### src/rtl/pipe_ctrl_pkg.sv
// pipe_ctrl_pkg
//   Shared constants for the pipeline control block: stall level encoding,
//   the stall patterns driven onto the stage registers, and the FSM state
//   encodings. Stall vector bit order: [0]=pc [1]=if_id [2]=id_exe
//   [3]=exe_mem [4]=mem_wb [5]=wb.
package pipe_ctrl_pkg;

    localparam logic STOP   = 1'b1;
    localparam logic NOSTOP = 1'b0;

    localparam logic [5:0] STALL_NONE = {6{NOSTOP}};
    // Freeze pc/if_id/id_exe; id_exe inserts a bubble behind the load.
    localparam logic [5:0] STALL_LOAD = {NOSTOP, NOSTOP, NOSTOP, STOP, STOP, STOP};
    // Freeze everything up to and including exe_mem while the divider runs.
    localparam logic [5:0] STALL_DIV  = {NOSTOP, NOSTOP, STOP, STOP, STOP, STOP};
    // Freeze everything except wb while the data bus is outstanding.
    localparam logic [5:0] STALL_MEM  = {NOSTOP, STOP, STOP, STOP, STOP, STOP};

    localparam logic [1:0] ST_IDLE      = 2'd0;
    localparam logic [1:0] ST_DIV_WAIT  = 2'd1;
    localparam logic [1:0] ST_MEM_WAIT  = 2'd2;
    localparam logic [1:0] ST_INT_FLUSH = 2'd3;

    // True when an ID source operand is read and names the given rd.
    function automatic logic reg_match(input logic re,
                                       input logic [4:0] rs,
                                       input logic [4:0] rd);
        return re && (rs == rd);
    endfunction

endpackage

### src/rtl/pipe_ctrl_hazard_detect.sv
// hazard_detect
//   Purely combinational load-use comparator. Flags when the instruction in
//   EXE is a load whose (non-zero) destination is read by the instruction
//   currently in ID.
//   Inputs : id_rs1_raddr_i/id_rs1_re_i, id_rs2_raddr_i/id_rs2_re_i,
//            exe_inst_is_load_i, exe_rd_i
//   Outputs: load_use_o
module hazard_detect
    import pipe_ctrl_pkg::*;
(
    input  logic [4:0] id_rs1_raddr_i,
    input  logic       id_rs1_re_i,
    input  logic [4:0] id_rs2_raddr_i,
    input  logic       id_rs2_re_i,
    input  logic       exe_inst_is_load_i,
    input  logic [4:0] exe_rd_i,
    output logic       load_use_o
);

    // x0 is never written, so a load to x0 cannot create a hazard.
    assign load_use_o = exe_inst_is_load_i && (exe_rd_i != 5'd0) &&
                        (reg_match(id_rs1_re_i, id_rs1_raddr_i, exe_rd_i) ||
                         reg_match(id_rs2_re_i, id_rs2_raddr_i, exe_rd_i));

endmodule

### src/rtl/pipe_ctrl.sv
// pipe_ctrl
//   Central stall/flush controller for the 5-stage core. Arbitrates memory
//   wait > trap > divide > jump > load-use and drives the stall vector, flush
//   strobes and pc redirect consumed by the stage registers.
//   Inputs : clk_i, rst_i (async, active-high), ID source regs, EXE load info,
//            divide handshake, MEM bus req/ack, jump request/target,
//            interrupt request/vector.
//   Outputs: stall_o[5:0], flush_jump_o, flush_int_o, pc_we_o, pc_waddr_o,
//            int_ack_o, bus_err_o, stall_cnt_o (cycles with any stall).
module pipe_ctrl
    import pipe_ctrl_pkg::*;
#(
    parameter int unsigned BUS_TIMEOUT = 255,
    parameter int unsigned CNT_WIDTH   = 32
) (
    input  logic                 clk_i,
    input  logic                 rst_i,
    input  logic [4:0]           id_rs1_raddr_i,
    input  logic                 id_rs1_re_i,
    input  logic [4:0]           id_rs2_raddr_i,
    input  logic                 id_rs2_re_i,
    input  logic                 exe_inst_is_load_i,
    input  logic [4:0]           exe_rd_i,
    input  logic                 div_start_i,
    input  logic                 div_done_i,
    input  logic                 mem_req_i,
    input  logic                 mem_ack_i,
    input  logic                 jump_req_i,
    input  logic [31:0]          jump_addr_i,
    input  logic                 int_req_i,
    input  logic [31:0]          int_addr_i,
    output logic [5:0]           stall_o,
    output logic                 flush_jump_o,
    output logic                 flush_int_o,
    output logic                 pc_we_o,
    output logic [31:0]          pc_waddr_o,
    output logic                 int_ack_o,
    output logic                 bus_err_o,
    output logic [CNT_WIDTH-1:0] stall_cnt_o
);

    localparam int unsigned TW = (BUS_TIMEOUT < 2) ? 1 : $clog2(BUS_TIMEOUT + 1);
    localparam logic [TW-1:0] TMO_MAX = TW'(BUS_TIMEOUT);

    logic [1:0]           state_q, state_d;
    logic [TW-1:0]        tmo_q, tmo_d;
    logic [CNT_WIDTH-1:0] stall_cnt_q, stall_cnt_d;

    logic        load_use;
    logic        mem_wait_req;
    logic        div_wait_req;
    logic [5:0]  stall_c;
    logic        flush_jump_c;
    logic        flush_int_c;
    logic        pc_we_c;
    logic [31:0] pc_waddr_c;
    logic        int_ack_c;
    logic        bus_err_c;

    hazard_detect u_hazard (
        .id_rs1_raddr_i     (id_rs1_raddr_i),
        .id_rs1_re_i        (id_rs1_re_i),
        .id_rs2_raddr_i     (id_rs2_raddr_i),
        .id_rs2_re_i        (id_rs2_re_i),
        .exe_inst_is_load_i (exe_inst_is_load_i),
        .exe_rd_i           (exe_rd_i),
        .load_use_o         (load_use)
    );

    assign mem_wait_req = mem_req_i && !mem_ack_i;
    // A divide that completes in its start cycle needs no stall.
    assign div_wait_req = div_start_i && !div_done_i;

    always_comb begin
        state_d      = state_q;
        tmo_d        = tmo_q;
        stall_c      = STALL_NONE;
        flush_jump_c = 1'b0;
        flush_int_c  = 1'b0;
        pc_we_c      = 1'b0;
        pc_waddr_c   = '0;
        int_ack_c    = 1'b0;
        bus_err_c    = 1'b0;

        case (state_q)
            ST_IDLE: begin
                if (mem_wait_req) begin
                    stall_c = STALL_MEM;
                    tmo_d   = '0;
                    state_d = ST_MEM_WAIT;
                end else if (int_req_i) begin
                    // The trap itself is taken in INT_FLUSH; this cycle only
                    // suppresses lower-priority events.
                    state_d = ST_INT_FLUSH;
                end else if (div_wait_req) begin
                    stall_c = STALL_DIV;
                    state_d = ST_DIV_WAIT;
                end else if (jump_req_i) begin
                    flush_jump_c = 1'b1;
                    pc_we_c      = 1'b1;
                    pc_waddr_c   = jump_addr_i;
                end else if (load_use) begin
                    stall_c = STALL_LOAD;
                end
            end
            ST_DIV_WAIT: begin
                stall_c = STALL_DIV;
                if (div_done_i) begin
                    state_d = ST_IDLE;
                end
            end
            ST_MEM_WAIT: begin
                stall_c = STALL_MEM;
                if (mem_ack_i) begin
                    state_d = ST_IDLE;
                end else if (tmo_q == TMO_MAX) begin
                    // Counter holds at its limit; the abort leaves the state.
                    bus_err_c = 1'b1;
                    state_d   = ST_IDLE;
                end else begin
                    tmo_d = tmo_q + TW'(1);
                end
            end
            ST_INT_FLUSH: begin
                flush_int_c = 1'b1;
                pc_we_c     = 1'b1;
                pc_waddr_c  = int_addr_i;
                int_ack_c   = 1'b1;
                state_d     = ST_IDLE;
            end
            default: state_d = ST_IDLE;
        endcase
    end

    // Outputs are forced quiet while reset is held, independent of inputs.
    assign stall_o      = rst_i ? STALL_NONE : stall_c;
    assign flush_jump_o = !rst_i && flush_jump_c;
    assign flush_int_o  = !rst_i && flush_int_c;
    assign pc_we_o      = !rst_i && pc_we_c;
    assign pc_waddr_o   = rst_i ? '0 : pc_waddr_c;
    assign int_ack_o    = !rst_i && int_ack_c;
    assign bus_err_o    = !rst_i && bus_err_c;

    assign stall_cnt_d = (stall_o != STALL_NONE) ? stall_cnt_q + CNT_WIDTH'(1)
                                                 : stall_cnt_q;
    assign stall_cnt_o = stall_cnt_q;

    always_ff @(posedge clk_i or posedge rst_i) begin
        if (rst_i) begin
            state_q     <= ST_IDLE;
            tmo_q       <= '0;
            stall_cnt_q <= '0;
        end else begin
            state_q     <= state_d;
            tmo_q       <= tmo_d;
            stall_cnt_q <= stall_cnt_d;
        end
    end

endmodule

### config.mk
export PLATFORM = sky130hd
export DESIGN_NAME = pipe_ctrl
export DESIGN_NICKNAME = d
export VERILOG_FILES = /design/src/rtl/pipe_ctrl_pkg.sv /design/src/rtl/pipe_ctrl_hazard_detect.sv /design/src/rtl/pipe_ctrl.sv
export SDC_FILE = /design/constraint.sdc
export NUM_CORES = 1
export LEC_CHECK = 0
export BUFFER_PORTS_ARGS = -buffer_cell sky130_fd_sc_hd__buf_2
export CAP_MARGIN = 25
export CORE_ASPECT_RATIO = 0.7
export CORE_MARGIN = 5
export CORE_UTILIZATION = 42
export CTS_CLUSTER_SIZE = 10
export DETAILED_ROUTE_END_ITERATION = 8
export PLACE_DENSITY = 0.77
export SYNTH_ARGS = -nofsm -noshare
export SYNTH_HDL_FRONTEND = slang
export SYNTH_SLANG_ARGS = --single-unit
export TNS_END_PERCENT = 30
### constraint.sdc
create_clock -name clk_i -period 2.7 [get_ports clk_i]
set_input_delay 0.27 -clock clk_i [delete_from_list [all_inputs] [get_ports clk_i]]
set_output_delay 0.27 -clock clk_i [all_outputs]
set_load 0.005 [all_outputs]
==> results.ini <==
[status]
status = finished, final reports clean

[sta]
tns_ps = 0
hold_violations = 0
grt_setup_unrepaired = no
slew_headroom_pct = 61.0
final.min_clock_period_ps = 2450
finalCritPeriodShare_pct = 90.9
finClkSkew_ps = 8.22
maxSlewViolCount = 0
worst_pin_slew_ps = 585
fmax_mhz = 408
setup_violations = 0

[synthesis]
yosys-top-cells-count = nor2_1 (53), dfrtp_1 (42), xor2_1 (33), a22oi_1 (32), nand3_1 (19)
synth_edf_count = 0
syn-num-nets = 416
synth_cells = 319
ys.flop_type = dfrtp_1
synth_seq_cells = 42
ys_top_cells_by_area = dfrtp_1 (37%), xor2_1 (10%), a22oi_1 (8.5%)
avgSynthCellArea_sq_um = 8.88
yosysWarnings = 0
async_flop_share_pct = 100
post-synth-top-count-cell = nor2_1
ys_types = 48
syn-cell-area_sq_mm = 0.00283
synth_largest_area_cell = dfrtp_1
synth_top_area_share_pct = 37.1
ys_seq_area_share_pct = 37.1

[finish]
final_util_pct = 57.1
stdcell_count = 569
num-fill-cells = 616
syn_to_final_growth_pct = 34.5
fin_area_sq_mm = 0.00381
multi_input_area_sq_mm = 0.00165
register_area_sq_mm = 0.00105
diodes = 0
drive_gt1_share_pct = 39.8
layout.nets = 571

[route]
firstDrtPassIters = 4
drt_iter0_markers = 135
antenna_left = 0
top_layer = met4
vias = 2886
routed-wl-met3_um = 496
drt-met1-wl_um = 3860
avgRoutedWirePerCell_um = 14.5
route.met2.wl_um = 3830
vias_per_cell = 5.07
route.final.wire_length_um = 8230
drc = 0

[grt]
grt_usage_pct = 18.9
grt_pass1_vias = 2804
grt_pass1_wl_um = 13500
antenna_found_initial = 0
grt_max_degree = 43
overflow = 0

[place]
post_dp_cell_area_sq_mm = 0.00368
dp_hpwl_um = 6480
place_congestion = 0.877
placed_cells = 561
io_buffers = 163

[power_and_ir_drop]
power.leakage_nw = 1.89
pwr_density_cell_mw_per_mm2 = 623
irDropWorstVdd_mv = 0.492

[floorplan]
die_h_um = 78.7
pin_count = 165
fp.dieW_um = 108
initial_core_util_pct = 42.5
die_area_sq_mm = 0.00851
core_sq_mm = 0.00666
row_count = 25

[cts]
cts_tree = yes
clkLatencyLatePin_ps = 290
clock-sinks = 42
cts_setup_buffers = 0
htree_levels = 2
root_buffer = clkbuf_8
cts.path.max_buffers = 2
cts_resized = 2
cts_made_buffers = 5
clk_pin_slew_ps = 80
hold_buffers = 0

[setup_path]
rr_endpoint = tmo_q[5]
crit_required_ps = 2430
reg2reg_slack_ps = 410
critPathMaxFanout = 33
end_kind = output pin
critPathArrivalTime_ps = 2180
reg2reg_depth = 7
criticalPathCategory = reg2out
timing.rr.start = tmo_q[0]
start_kind = flip-flop

[flow_run]
cap_violations = 0

[hold_path]
hold_class = in2async

## stage by stage
step / setup WS (ps) / power [W] / hold slack, ps
2_1_floorplan: 568 / 0.00162 / 465
3_3_place_gp: 432 / 0.00190 / 453
3_5_place_dp: 263 / 0.00193 / 453
4_1_cts: 69.0 / 0.00236 / 212
5_1_grt: 18.7 / 0.00256 / 268
6_report: 247 / 0.00237 / 206
## flip-flops by register name (all words and copies together) (netlist names)
register     flops
stall_cnt_o     32
tmo_q            8
state_q          2
## placed cells by master (no fill, tap or decap), types with 10 or more instances in the layout
master and n:
xor2_1 33, nor2_1 53, inv_1 10, dfrtp_1 42, buf_2 163, nand2_1 16, xnor2_1 12, nor3_1 12
nand4_1 10, a22oi_1 32, nand3_1 19
## routing by layer
layer | global-route usage (%) | vias up
met3 | 4.31 | 9
met4 | 2.90 | 0
met1 | 27.2 | 1355
met2 | 29.6 | 92
li1 | - | 1430
met5 | 0 | -
## worst max-delay path: stages (launching register included)
cell	delay [ps]
dfrtp_1	440
inv_1	160
ha_4	200
nand2_1	90
a211oi_2	250
and2_1	210
buf_12	190
a22oi_1	100
nor2_1	120
buf_2	130
## worst max path at each step
stage                    start             end  slack, ps  cells past startpoint
finish              state_q[1]   pc_waddr_o[8]        250                      9
detailed placement  state_q[1]   pc_waddr_o[8]        260                      9
global route        state_q[1]  pc_waddr_o[14]         20                      9
CTS                 state_q[1]   pc_waddr_o[8]         70                      9
floorplan           state_q[1]  pc_waddr_o[22]        570                      9
global placement    state_q[1]  pc_waddr_o[21]        430                      9
## area by class of cell
type                       instances  area share, %
clock buffer                       6           2.17
clock inverter                     2          0.329
inverter                          10          0.986
multi-input combinational        248           43.3
sequential                        42           27.6
tap                               94           3.09
timing repair buffer             167           22.5
## report_power, final
group	internal, W	leakage [nW]	switching (W)
Clock	0.000206	0.0472	0.000213
Sequential	0.000738	0.515	0.000157
Combinational	0.000445	1.33	0.000613
## cell families after synthesis
group | after synthesis | synth area share (%)
fa+ha+maj | 7 | 3.09
other cells | 1 | 0.132
mux | 2 | 0.795
compound gates | 50 | 13.4
xor+xnor | 45 | 13.9
buf+inv | 29 | 5.30
flops | 42 | 37.1
simple gates | 143 | 26.2
(Power assumes the default switching activity.)
